## config.mk

```make
export PLATFORM = sky130hd
export DESIGN_NAME = map_ram_arbiter
export DESIGN_NICKNAME = d
export VERILOG_FILES = /design/src/rtl/map_ram_arbiter.sv
export SDC_FILE = /design/constraint.sdc
export NUM_CORES = 1
export LEC_CHECK = 0
export BUFFER_PORTS_ARGS = -buffer_cell sky130_fd_sc_hd__buf_2
export CAP_MARGIN = 20
export CORE_ASPECT_RATIO = 1.75
export CORE_MARGIN = 2
export CORE_UTILIZATION = 35
export CTS_CLUSTER_DIAMETER = 120
export DETAILED_ROUTE_END_ITERATION = 12
export GPL_TIMING_DRIVEN = 0
export PLACE_DENSITY = 0.56
export RECOVER_POWER = 25
export SLEW_MARGIN = 10
export SYNTH_ARGS = -nofsm -noshare
export SYNTH_HDL_FRONTEND = slang
export SYNTH_SLANG_ARGS = --single-unit
```

## constraint.sdc

```tcl
create_clock -name clk_i -period 13.8 [get_ports clk_i]
set_input_delay 2.07 -clock clk_i [delete_from_list [all_inputs] [get_ports clk_i]]
set_output_delay 2.07 -clock clk_i [all_outputs]
set_load 0.005 [all_outputs]
```

## src/rtl/map_ram_arbiter.sv

```systemverilog
// map_ram_arbiter: round-robin multi-channel map RAM with self-clearing storage
// Ports: clk_i rising-edge clock; rst_ni async active-low reset; clear_i soft clear (SERVE only);
//   req_i/we_i per-channel request and write enable; addr_i/wdata_i per-channel packed fields;
//   grant_o one-hot access pulse; rvalid_o one-hot read-result pulse; rdata_o last read word;
//   busy_o high while the memory is being cleared.
module map_ram_arbiter #(
  parameter int DATA_W = 32,
  parameter int ADDR_W = 4,
  parameter int N_CH = 3,
  parameter logic [DATA_W-1:0] INIT_VAL = '0
) (
  input  logic                     clk_i,
  input  logic                     rst_ni,
  input  logic                     clear_i,
  input  logic [N_CH-1:0]          req_i,
  input  logic [N_CH-1:0]          we_i,
  input  logic [N_CH*ADDR_W-1:0]   addr_i,
  input  logic [N_CH*DATA_W-1:0]   wdata_i,
  output logic [N_CH-1:0]          grant_o,
  output logic [N_CH-1:0]          rvalid_o,
  output logic [DATA_W-1:0]        rdata_o,
  output logic                     busy_o
);
  localparam int CW = $clog2(N_CH);
  localparam int DEPTH = 2 ** ADDR_W;
  typedef enum logic {CLEAR, SERVE} state_t;
  state_t state_q;
  logic [ADDR_W-1:0] cnt_q;
  logic [CW-1:0] ptr_q, win, idx;
  logic [N_CH-1:0] elig, win_oh, grant_q, rvalid_q;
  logic [ADDR_W-1:0] win_addr;
  logic [DATA_W-1:0] win_wdata, rdata_q;
  logic win_v, win_we, do_acc, busy_q;
  logic [DATA_W-1:0] mem_q [DEPTH];
  // a channel just granted is masked so its still-high req cannot win twice
  assign elig = req_i & ~grant_q;
  always_comb begin
    win_v = 1'b0;
    win = '0;
    idx = '0;
    for (int k = 1; k <= N_CH; k++) begin
      idx = CW'((int'(ptr_q) + k) % N_CH);
      win = (!win_v && elig[idx]) ? idx : win;
      win_v = win_v | elig[idx];
    end
  end
  assign win_oh = N_CH'(1) << win;
  assign win_we = we_i[win];
  assign win_addr = addr_i[win*ADDR_W +: ADDR_W];
  assign win_wdata = wdata_i[win*DATA_W +: DATA_W];
  assign do_acc = (state_q == SERVE) && !clear_i && win_v;
  // storage has no reset; contents become defined by the CLEAR sweep
  always_ff @(posedge clk_i) begin
    if (state_q == CLEAR) mem_q[cnt_q] <= INIT_VAL;
    else if (do_acc && win_we) mem_q[win_addr] <= win_wdata;
  end
  always_ff @(posedge clk_i or negedge rst_ni) begin
    if (!rst_ni) begin
      state_q <= CLEAR;
      cnt_q <= '0;
      ptr_q <= CW'(N_CH - 1);
      grant_q <= '0;
      rvalid_q <= '0;
      rdata_q <= '0;
      busy_q <= 1'b1;
    end else begin
      grant_q <= '0;
      rvalid_q <= '0;
      if (state_q == CLEAR) begin
        cnt_q <= cnt_q + 1'b1;
        if (&cnt_q) begin
          state_q <= SERVE;
          busy_q <= 1'b0;
        end
      end else if (clear_i) begin
        state_q <= CLEAR;
        cnt_q <= '0;
        busy_q <= 1'b1;
      end else if (do_acc) begin
        grant_q <= win_oh;
        ptr_q <= win;
        if (!win_we) begin
          rvalid_q <= win_oh;
          rdata_q <= mem_q[win_addr];
        end
      end
    end
  end
  assign grant_o = grant_q;
  assign rvalid_o = rvalid_q;
  assign rdata_o = rdata_q;
  assign busy_o = busy_q;
endmodule

```

### Word level (Yosys, flattened, before mapping)

Memory sizes are Yosys's and may differ from the RTL's. A register that Yosys moved wholly into a read port is not among the register bits.
Cells that the tools add are included.

* memories kept: 1
* register bits after elaboration: 14
* logic and storage cells: 76
* output and inout bits: 39
* memory bits (writable): 512
* input port bits: 117

* order comparisons: 4
* add/sub/neg operators: 4
* reduce and logical (&&, ||, !) cells: 15
* bitwise gates (word level): 6
* divide/modulo/power cells: 3
* multiplexer cells: 33
* equality and inequality tests: 1
* shifts and indexed selects: 3

Memories
* mem_q: words 16, width 32, rd ports 1, clocked after Yosys merged registers in 1, wr ports 1, RTL line 34 `logic [DATA_W-1:0] mem_q [DEPTH];`

Operators by type and width (count)
* 32-bit by 3-bit remainder unit with 32-bit output, second input constant: 3
* 96-bit by 8-bit variable part select with 32-bit output: 1
* 32-bit 2-to-1 mux: 1
* 32-bit OR reduction: 1
* 3-bit 2-to-1 mux: 7
* 1-bit 2-to-1 mux: 15
* 2-bit by 3-bit less-than comparator with 1-bit output, second input constant: 4
* 4-bit 2-to-1 mux: 3
* 12-bit by 5-bit variable part select with 4-bit output: 1
* 1-bit binary-select mux with 2-bit select: 4
* 4-bit AND reduction: 2
* 2-bit by 2-bit adder with 3-bit output, second input constant: 2
* 2-bit 2-to-1 mux: 3
* 1-bit logical AND: 5
* 4-bit by 1-bit adder with 4-bit output, second input constant: 1
* 1-bit logical NOT: 4
* 2-bit by 1-bit adder with 3-bit output, second input constant: 1
* 3-bit AND: 1
* 3-bit NOT: 1
* 3-bit AND reduction: 1
* 1-bit by 2-bit << shifter with 3-bit output, first input constant: 1
* 2-bit != test, second input constant: 1
* 1-bit NOT: 2
* 1-bit OR: 2
* other kinds (2): 2

### Depth between registers and ports, before layout

* depth after elaboration: 16
* depth in mapped cells: 16

### Worst setup path after synthesis

Ideal clock, no wire load.

* path type: input-to-reg
* start: input port req_i[1]
* end: memory mem_q[0][0], enable pin
* stages: 11
* path slack: 7.922 ns
* arrival time: 5.453 ns
* cells stage by stage: nor2b_1 > a22o_1 > o31ai_4 > a31oi_4 > buf_4 > mux2i_1 > o21ai_1 > nor2b_1 > a21o_1 > o32ai_1 > nor2b_1

* word-level cells in the longest chain between the ends: 15

RTL lines
* start, declared: RTL line 15 `input logic [N_CH-1:0] req_i,`
* 3-bit AND *: RTL line 36 `assign elig = req_i & ~grant_q;`
* 1-bit binary-select mux with 2-bit select: RTL line 43, 44
* 1-bit 2-to-1 mux (implied by the code): RTL line 43, 44
* 1-bit logical NOT / 1-bit OR (equally long branches): RTL line 43, 44
* 1-bit logical AND / 1-bit logical NOT (equally long branches): RTL line 43 `win = (!win_v && elig[idx]) ? idx : win;`
* 2-bit 2-to-1 mux / 1-bit logical AND (equally long branches): RTL line 43
* 2-bit 2-to-1 mux: RTL line 43
* 1-bit binary-select mux with 2-bit select: RTL line 48 `assign win_we = we_i[win];`
* 1-bit 2-to-1 mux (implied by the code): RTL line 48
* 1-bit logical AND: RTL line 55 `else if (do_acc && win_we) mem_q[win_addr] <= win_wdata;`
* 1-bit 2-to-1 mux: RTL line 55
* 1-bit 2-to-1 mux: RTL line 54 `if (state_q == CLEAR) mem_q[cnt_q] <= INIT_VAL;`
* 1-bit 2-to-1 mux (implied by the code): RTL line 55
* 32-bit OR reduction (no source line)
* 4-bit 2-to-1 mux (no source line) / 1-bit 2-to-1 mux (equally long branches)
* end, declared: RTL line 34

Mark *: on every way between the ends. The rest lies on a longest branch, timed or not. The select of a mux whose other input is x is not followed.

### Worst setup path in the final report

* start: input port req_i[2]
* end: memory mem_q[8][2], enable pin

Same word-level chain as after synthesis.

==> flow_summary_export.csv <==
group,metric,value,unit
drt,vias,14600,
synthesis,synth_edf_count,512,
timing,finalSetupTns,0,ns
drt,vias_per_cell,5.50,
synthesis,yosysSeqAreaShare,73.2,%
timing,setup_violations,0,
flow_run,maxCapViolCount,3,
timing,drv_slew,81,
placed_design,port_buffers,155,
worst_setup_path,end_kind,"flip-flop",
final_layout,area_growth,18.7,%
timing,finalClockSkew,0.0165,ns
synthesis,yosys_register_bits,558,
power_and_ir_drop,p_leak,9.55,nW
hold_path,hold_path_class,"reg -> reg",
synthesis,synth_nets,1660,
final_layout,fill_cells,5878,
clocking,cts_buffer_depth,3,
floorplan,ios,156,
global_routing,antenna_found_initial,0,
synthesis,syn-cell-area,0.0226,mm²
drt,drc_errors,0,
worst_setup_path,cp_num_cells,13,
clocking,postCtsSetupRepairBufs,0,
synthesis,async_flop_share,8.24,%
worst_setup_path,crit_fanout,18,
drt,drt_iter0_markers,1385,
timing,worst_slew_pin_slew,3.46,ns
power_and_ir_drop,powerDensity,239,mW/mm²
drt,first_pass_iters,7,
floorplan,die-area,0.0666,mm²
clocking,cts_root_buffer,"clkbuf_16",
clocking,clkLatencyLatePin,0.59,ns
run_status,status,"complete, but fails checks",
run_status,violations,"capacitance limit, slew limit",
worst_setup_path,cp-start-kind,"input pin",
placed_design,dpl.hpwl,48800,µm
timing,rsz0062_at_grt,"false",
timing,fmax,164,MHz
final_layout,design_area,0.0268,mm²
global_routing,grt_pass1_wl,98500,µm
timing,hold_viol,0,
global_routing,gr-total-overflow,0,
final_layout,final_common_cell,"edfxtp_1",
worst_setup_path,crit_family,"compound AO/OA/AOI/OAI gates",
clocking,ctsResizeCount,0,
worst_setup_path,path_buf_inv,3,
worst_setup_path,arrival,6.38,ns
placed_design,gp_congestion,0.810,
clocking,clkTransAtPathRegs,0.07,ns
placed_design,pre_cts_ws,7.54,ns
placed_design,place_inst,2563,
floorplan,die_x,196,µm
worst_setup_path,reg2reg_depth,14,
floorplan,core_area,0.0640,mm²
floorplan,rows,123,
synthesis,yosys_warnings,0,
synthesis,ys_types,50,
global_routing,grt_max_degree,47,
worst_setup_path,path_class,"in -> reg",
drt,wire_per_inst,25.6,µm
timing,fin_crit_sh,44.2,%
clocking,numClockSinks,558,
final_layout,diodes,0,
synthesis,synthCells,1539,
synthesis,avgSynthCellArea,14.7,µm²
clocking,cts_tree,"done",
timing,setup_ws,7.70,ns
final_layout,drive_gt1_share,17.7,%
power_and_ir_drop,peakVddDrop,141,µV
floorplan,start_util,35.3,%
worst_setup_path,path_cells,"clkbuf_1 -> nor2b_1 -> a22o_1 -> o31ai_1 -> a31oi_1 -> clkbuf_1 -> mux2i_1 -> o21ai_0 -> nor2b_1 -> a21o_1 -> a32oi_1 -> nor2_4 -> buf_16",
final_layout,nets,1921,
timing,finalCriticalPeriod,6.10,ns
final_layout,layout_common_cells,"edfxtp_1 (512), nand2_1 (233), buf_2 (158)",
drt,detail-route-antenna-nets,0,
floorplan,die_h,340,µm
worst_setup_path,required,14.08,ns
global_routing,grt_pass1_vias,15300,
worst_setup_path,max_stage_delay,0.80,ns
synthesis,ys.flop_type,"edfxtp_1",
hold_path,min_delay_path_depth,2,
worst_setup_path,cpMaxStageDelayCell,"o21ai_0",
global_routing,track_usage,20.2,%
final_layout,stdcell_count,2649,
clocking,cts_buffers,47,
placed_design,dpl_cell_area,0.0256,mm²
timing,slew_headroom,-130,%
clocking,hold_buffers,0,
clocking,cts_max_level,2,
drt,routed_wl,67700,µm
[Yosys cell counts, types with 6 or more instances]
cell type,n,area share [%]
a22o_1,6,0.23
a32oi_1,92,3.6
edfxtp_1,512,68
a21oi_1,99,2.2
a211oi_1,32,1.1
dfrtp_1,44,4.9
nand3_1,14,0.31
o21ai_1,60,1.3
mux2i_1,134,5.9
clkbuf_1,52,0.86
buf_1,8,0.13
inv_1,6,0.10
buf_2,33,0.73
nand2_1,233,3.9
nor2_1,62,1.0
a31oi_1,6,0.17
nor2b_1,9,0.25
a221oi_1,60,2.3
buf_4,18,0.60
[final timing paths]
kind,startpoint,end,slack (ns)
max reg2reg,ptr_q[1],mem_q[8][2],8.58
max in group asynchronous,rst_ni,rdata_o[26],9.07
max,req_i[2],mem_q[8][2],7.70
min in group asynchronous,rst_ni,rdata_o[17],2.78
min reg2reg,rdata_o[9],rdata_o[9],0.51
min,rdata_o[9],rdata_o[9],0.51
[registers in the layout, summed over array words and instances (netlist names)]
| signal | count |
|---|---|
| busy_o | 1 |
| cnt_q | 4 |
| grant_o | 3 |
| mem_q | 512 |
| ptr_q | 2 |
| rdata_o | 32 |
| rvalid_o | 3 |
| state_q | 1 |
[metal layers]
layer  track usage (%)  part of all wire (%)
met3              2.98                   6.2
met5                 0                     0
met4              8.78                   4.5
met1              23.2                    37
met2              37.2                    52
[area by class of cell]
type / instances / area [µm²] / area share [%]
sequential: 558 / 16500 / 61.7
inverter: 6 / 22.5 / 0.0840
clock buffer: 61 / 1280 / 4.78
timing repair buffer: 212 / 1570 / 5.87
buffer: 113 / 544 / 2.03
multi-input combinational: 862 / 5650 / 21.1
tap: 812 / 1020 / 3.79
clock inverter: 25 / 179 / 0.668
[per-stage QoR]
stage | util (%) | hold slack (ns) | power (W)
after floorplan | - | 0.473 | 0.00397
after global placement | 38.1 | 0.488 | 0.00498
after detailed placement | 39.9 | 0.496 | 0.00520
after CTS | 42.2 | 0.511 | 0.00648
after global routing | 41.9 | 0.532 | 0.00670
final | 41.9 | 0.512 | 0.00641
[kinds of logic after synthesis]
group	Yosys count	share of synthesized area, %
flip-flops	558	73.2
multiplexers	134	5.94
XOR/XNOR	2	0.0776
buffers and inverters	119	2.53
AND/OR/NAND/NOR	343	6.17
adder cells (fa/ha/maj)	4	0.222
AO/OA/AOI/OAI	379	11.9
[worst register-to-register path, stage by stage, from the launching register on]
cell	delay (ns)
dfstp_2	0.53
inv_1	0.06
ha_1	0.19
buf_2	0.18
o221ai_2	0.21
o31ai_1	0.13
a31oi_1	0.44
clkbuf_1	0.45
mux2i_1	0.15
o21ai_0	0.80
nor2b_1	0.33
a21o_1	0.18
a32oi_1	0.37
nor2_4	0.65
buf_16	0.25
[report_power, final]
part	internal [W]	switching (W)	total, W
Sequential	0.00224	0.0000987	0.00234
Combinational	0.000872	0.00190	0.00277
Clock	0.000695	0.000601	0.00130
Total	0.00381	0.00260	0.00641
Note: power is estimated with default switching activity, not from simulation.
